`src/rtl/arb_mux.sv`:
```
// arb_mux: N-channel, W-bit valid/ready selector with one registered output
// stage. Each cycle it picks one requesting channel and forwards that word
// with the channel index. It can move one word per cycle.
//
// Configuration macro: ARB_MUX_RR_EN
//   defined   -> round-robin arbitration. A pointer holds the last grant and
//                the search starts at the next index.
//   undefined -> fixed priority. The lowest-index valid channel wins.
//
// Ports:
//   clk        rising-edge clock
//   rst_n      asynchronous active-low reset
//   in_valid   [N]     per-channel word offered
//   in_data    [N*W]   channel i word at [i*W +: W]
//   in_ready   [N]     per-channel word accepted this cycle (one-hot or zero)
//   out_valid          output register holds a word
//   out_data   [W]     forwarded word
//   out_sel    [SELW]  index of the channel that supplied out_data
//   out_ready          consumer accepts the output word
module arb_mux #(
    parameter int unsigned W = 32,
    parameter int unsigned N = 4,
    localparam int unsigned SELW = (N > 1) ? $clog2(N) : 1
) (
    input  logic            clk,
    input  logic            rst_n,
    input  logic [N-1:0]    in_valid,
    input  logic [N*W-1:0]  in_data,
    output logic [N-1:0]    in_ready,
    output logic            out_valid,
    output logic [W-1:0]    out_data,
    output logic [SELW-1:0] out_sel,
    input  logic            out_ready
);

    logic            out_valid_q, out_valid_d;
    logic [W-1:0]    out_data_q,  out_data_d;
    logic [SELW-1:0] out_sel_q,   out_sel_d;

    logic            ld;
    logic            any_valid;
    logic            accept;
    logic [SELW-1:0] grant;
    logic [W-1:0]    grant_data;

`ifdef ARB_MUX_RR_EN
    logic [SELW-1:0] ptr_q, ptr_d;
`endif

    // The search starts after ptr and wraps. It is split into two scans.
    // The first scan takes the lowest valid index above ptr. If there is
    // none, the second scan wraps to the lowest valid index overall.
    always_comb begin
        logic            found_lo;
        logic [SELW-1:0] grant_lo;
`ifdef ARB_MUX_RR_EN
        logic            found_hi;
        logic [SELW-1:0] grant_hi;
        found_hi = 1'b0;
        grant_hi = '0;
`endif
        found_lo = 1'b0;
        grant_lo = '0;
        for (int unsigned i = 0; i < N; i++) begin
            if (in_valid[i] && !found_lo) begin
                grant_lo = SELW'(i);
                found_lo = 1'b1;
            end
`ifdef ARB_MUX_RR_EN
            if (in_valid[i] && (i > 32'(ptr_q)) && !found_hi) begin
                grant_hi = SELW'(i);
                found_hi = 1'b1;
            end
`endif
        end
`ifdef ARB_MUX_RR_EN
        grant = found_hi ? grant_hi : grant_lo;
`else
        grant = grant_lo;
`endif
    end

    always_comb begin
        grant_data = '0;
        for (int unsigned i = 0; i < N; i++) begin
            if (SELW'(i) == grant) begin
                grant_data = in_data[i*W +: W];
            end
        end
    end

    assign ld        = !out_valid_q || out_ready;
    assign any_valid = |in_valid;
    assign accept    = ld && any_valid;

    // in_ready is also held at zero while reset is asserted. Without that
    // term, the cleared out_valid would make ld high during reset.
    always_comb begin
        in_ready = '0;
        if (accept && rst_n) begin
            for (int unsigned i = 0; i < N; i++) begin
                in_ready[i] = (SELW'(i) == grant);
            end
        end
    end

    always_comb begin
        out_valid_d = out_valid_q;
        out_data_d  = out_data_q;
        out_sel_d   = out_sel_q;
        if (ld) begin
            out_valid_d = any_valid;
            if (any_valid) begin
                out_data_d = grant_data;
                out_sel_d  = grant;
            end
        end
    end

    always_ff @(posedge clk or negedge rst_n) begin
        if (!rst_n) begin
            out_valid_q <= 1'b0;
            out_data_q  <= '0;
            out_sel_q   <= '0;
        end else begin
            out_valid_q <= out_valid_d;
            out_data_q  <= out_data_d;
            out_sel_q   <= out_sel_d;
        end
    end

`ifdef ARB_MUX_RR_EN
    always_comb begin
        ptr_d = ptr_q;
        if (accept) begin
            ptr_d = grant;
        end
    end

    // Reset to N-1 so that the first search starts at channel 0.
    always_ff @(posedge clk or negedge rst_n) begin
        if (!rst_n) begin
            ptr_q <= SELW'(N - 1);
        end else begin
            ptr_q <= ptr_d;
        end
    end
`endif

    assign out_valid = out_valid_q;
    assign out_data  = out_data_q;
    assign out_sel   = out_sel_q;

endmodule

```
`config.mk`:
```
export PLATFORM = sky130hd
export DESIGN_NAME = arb_mux
export DESIGN_NICKNAME = d
export VERILOG_FILES = /design/src/rtl/arb_mux.sv
export SDC_FILE = /design/constraint.sdc
export NUM_CORES = 1
export LEC_CHECK = 0
export CORE_UTILIZATION = 38
export CTS_BUF_LIST = sky130_fd_sc_hd__clkbuf_16
export CTS_CLUSTER_SIZE = 25
export DETAILED_ROUTE_END_ITERATION = 8
export HOLD_SLACK_MARGIN = 0.15
export PLACE_DENSITY = 0.82
export SETUP_SLACK_MARGIN = 0.1
export SYNTH_ARGS = -nofsm -noshare
export SYNTH_HDL_FRONTEND = slang
export SYNTH_SLANG_ARGS = --single-unit
```
`constraint.sdc`:
```
create_clock -name clk -period 2.2 [get_ports clk]
set_input_delay 0.66 -clock clk [delete_from_list [all_inputs] [get_ports clk]]
set_output_delay 0.66 -clock clk [all_outputs]
set_load 0.02 [all_outputs]
```
* Word level (Yosys, flattened, before mapping)
Index checks and enable logic that the tools add are counted.
** Word-level totals
- Input bits :: 135
- Word-level logic and storage cells :: 30
- Register bits :: 35
** Cells by class
- Reduce and logical (&&, ||, !) cells :: 13
- Muxes and demuxes :: 11
- Eq/ne operators :: 3
** Operators with widths (number)
- 32-bit two-way mux :: 4
- 1-bit logical AND :: 5
- 2-bit == test, first input constant :: 2
- 1-bit zero test :: 4
- 1-bit two-way mux :: 4
- 2-bit two-way mux :: 2
- 4-bit two-way mux :: 1
- 4-bit OR reduction :: 1
- 1-bit by 2-bit == test with 1-bit output, first input constant :: 1
- 2-bit zero test :: 1
- 2-bit AND reduction :: 1
- 1-bit logical OR :: 1

* Logic depth before layout (Yosys ltp)
- Depth after elaboration :: 15
- Depth in mapped cells :: 7

* Worst setup path after synthesis
No wires, ideal clock.
- Path type :: input port to output port
- From :: in in_valid[0]
- To :: out in_ready[2]
- Required time :: 1.540 ns
- Data arrival time :: 1.791 ns
- Stages :: 3
- Path slack :: -0.251 ns
- Cell sequence :: buf_2 -> buf_2 -> nor4b_1
** Between the ends
- Word-level cells in the longest chain between the ends :: 12
** Ends and longest elaborated chain
- start, declared :: RTL line 27 : input logic [N-1:0] in_valid,
- 1-bit two-way mux :: RTL line 65 : if (in_valid[i] && !found_lo) begin
- 1-bit zero test :: RTL line 65
- 1-bit logical AND :: RTL line 65
- 1-bit two-way mux :: RTL line 65
- 1-bit zero test :: RTL line 65
- 1-bit logical AND :: RTL line 65
- 1-bit two-way mux :: RTL line 65
- 1-bit zero test :: RTL line 65
- 1-bit logical AND :: RTL line 65
- 2-bit two-way mux :: RTL line 65
- 2-bit == test :: RTL line 102 : in_ready[i] = (SELW'(i) == grant);
- 4-bit two-way mux (*) :: RTL line 100 : if (accept && rst_n) begin
- end, declared :: RTL line 29 : output logic [N-1:0] in_ready,
Every way passes the cells marked *; elsewhere a longest branch is shown, timed or not.

* Worst setup path after layout
- From :: in out_ready
- To :: out in_ready[0]
** Between the ends
- Word-level cells in the longest chain between the ends :: 4
** Ends and longest elaborated chain
- start, declared :: RTL line 33 : input logic out_ready
- 1-bit logical OR :: RTL line 92 : assign ld = !out_valid_q || out_ready;
- 1-bit logical AND :: RTL line 94 : assign accept = ld && any_valid;
- 1-bit logical AND :: RTL line 100
- 4-bit two-way mux :: RTL line 100
Every way passes these cells.

==> flow_summary.yaml <==
outcome:
  outcome: "completed"
critical_path:
  critical_path_class: "in -> out"
  cp-end-kind: "output pin"
  crit_family: "buffers and inverters"
  r2r-end: "out_data[5]"
  ff2ff_setup_slack_ps: 830
  cpMaxStageDelayCell: "and3_1"
  r2r-start: "out_valid"
  path_cells: "buf_2, nand2b_4, buf_6, and3_1, buf_4"
  startpoint_type: "input port"
  critPathMaxFanout: 5
  max_stage_delay_ps: 170
  cp.arrival_ps: 1370
  r2r_cells: 6
  path_depth: 5
  cp.required_ps: 1540
  critPathLaunch: "out_ready"
  path_buf_inv: 3
  setup.worst_path.end: "in_ready[0]"
placement:
  pre_cts_ws_ps: -781.4
  dpl.hpwl_um: 7063
  gp_congestion: 0.8650
  portBuffers: 173
  place_area_um2: 4717
timing:
  period_needed_ps: 2028
  finalSetupViolCount: 0
  setup_ws_ps: 171.9
  finalCritPeriodShare: 0.9218
  slew_violations: 0
  maxSlewHeadroom: 0.6518
  worst_slew_pin_slew_ps: 522.2
  rsz0062_at_grt: "no"
  skew_ps: 2.503
  hold_viol_final: 0
  fmax_mhz: 493.1
worst_hold_path:
  hold_path_class: "reg -> reg"
synthesis:
  ys_ff_latch: 35
  seq_area_frac_synth: 0.3110
  async_flop_share: 1.000
  yosys_warnings: 0
  syn-cell-area_um2: 2816
  synthCells: 309
  post-synth-top-area-cell: "dfrtp_1"
  yosysTopAreaCellShare: 0.3110
  avgSynthCellArea_um2: 9.115
  ys_types: 26
  synth_ff_type: "dfrtp_1"
  syn-num-nets: 444
  yosys-top-cells-area: "dfrtp_1 (31%), a311oi_2 (16%), o31ai_2 (13%)"
  synth-edff-count: 0
final_layout:
  drive_gt1_frac: 0.2413
  fin_area_um2: 5012
  num_antenna_cells: 0
  nNetsFinal: 623
  final_util: 0.6948
  synthToLayoutAreaGrowth_pct: 77.97
  nFillCells: 576
grt:
  grt_pass1_wl_um: 14770
  grt_pass1_vias: 3302
  overflow: 0
  antenna_found_initial: 0
  grt_usage: 0.2479
  grt_max_degree: 36
power_and_ir_drop:
  p_per_area_nw_per_um2: 520.0
  vdd_drop_max_v: 0.0003246
  leakage_nw: 1.961
drt:
  drt-pass1-iter-count: 6
  drt.antenna.violating_nets: 0
  drc: 0
  wirelength_um: 9772
  avgRoutedWirePerCell_um: 16.62
  vias_per_cell: 5.289
  drtIter0Drc: 74
  route.vias.total: 3110
clocking:
  cts_root_buf: "clkbuf_16"
  cts_max_level: 2
  cts_tree: "done"
  clock_latency_ps: 270
  cts_buffers: 5
  clk_pin_slew_ps: 60
  cts.sinks: 35
  cts_buffer_depth: 2
floorplan:
  core_um2: 7214
  rows: 31
  start_util: 0.3904
  io_pins: 174
  die_area_um2: 7760
  fp.dieH_um: 88.09
  die_x_um: 88.09
run:
  cap_viol_max_count: 0
-- registers in the layout, indices dropped and copies added, names as in the netlist --
signal and flops:
out_data 32, out_sel 2, out_valid 1
-- stage by stage --
stage,total power [mW],setup TNS [ps],hold WS [ps],std cells
CTS,2.617,0,482.9,587
global route,2.725,0,496.7,588
global placement,1.763,-13980,465.1,575
floorplan,1.265,0,364.4,309
detailed placement,1.787,-14790,470.4,575
finish,2.607,0,481.5,588
-- power by group --
group | switching (mW) | total [mW] | leakage (nW) | internal, mW
logic | 0.466 | 1.04 | 1.45 | 0.575
clock network | 0.262 | 0.791 | 0.0812 | 0.528
registers | 0.0450 | 0.775 | 0.427 | 0.730
-- area by class of cell --
type	instances	area, um^2	area share
tap	99	123.9	0.02471
inverter	1	3.754	0.0007489
multi-input combinational	242	1784	0.3560
clock buffer	5	125.1	0.02496
sequential	35	875.8	0.1747
clock inverter	3	38.79	0.007738
timing repair buffer	203	2061	0.4111
-- layer usage --
layer	up-vias	global-route usage	routed length, um
li1	1469	-	-
met1	1481	0.2583	3549
met2	131	0.4743	5334
met3	29	0.05278	626
met4	0	0.1100	261
met5	-	0	0
-- kinds of logic after synthesis --
group           synth area share
compound gates            0.3820
buf+inv                  0.07818
simple gates              0.2248
mux                     0.003998
flops                     0.3110
-- worst reg2reg max path: stages, from the launching register on --
cell and delay [ps]:
dfrtp_1 410, nand2b_4 100, buf_6 120, o31ai_4 70, buf_6 140, buf_4 160
o31ai_1 270
-- placed cells by master, fill, tap and decap left out, types with 4 or more instances in the layout --
master and n:
clkdlybuf4s50_1 163, nand2_1 64, dfrtp_1 35, a21oi_1 33, nor2b_1 32, nor2_1 32
a311oi_2 30, o31ai_2 30, buf_4 18, clkbuf_16 6, buf_6 6, buf_12 6
buf_2 4
-- cell usage after synthesis, types with 2 or more instances --
library cell  count
o31ai_1           2
o21a_1            2
nor2b_1          32
o31ai_2          30
buf_6             7
a21oi_1          33
nor3_1            2
buf_2            11
nand2_1          66
buf_4             9
clkbuf_1          4
a311oi_2         30
nor2_1           33
a311oi_1          2
dfrtp_1          35
-- what timing repair did --
action                     4_1_cts  5_1_grt
resized for setup               41        4
gates cloned                     2        1
pin swaps                        4        3
hold buffers                     0        0
setup buffers                    2        0
setup endpoints to repair       37       27
-- how the worst min path moves through the flow --
stage / startpoint / to / slack (ps) / cells past startpoint
global placement: out_data[28] / out_data[28] / 470 / 2
global route: out_data[9] / out_data[9] / 500 / 2
finish: out_data[9] / out_data[9] / 480 / 2
detailed placement: out_data[28] / out_data[28] / 470 / 2
CTS: out_data[28] / out_data[28] / 480 / 2
floorplan: rst_n / out_data[0] / 360 / 0
No activity file was read; power rests on OpenSTA's default activity.
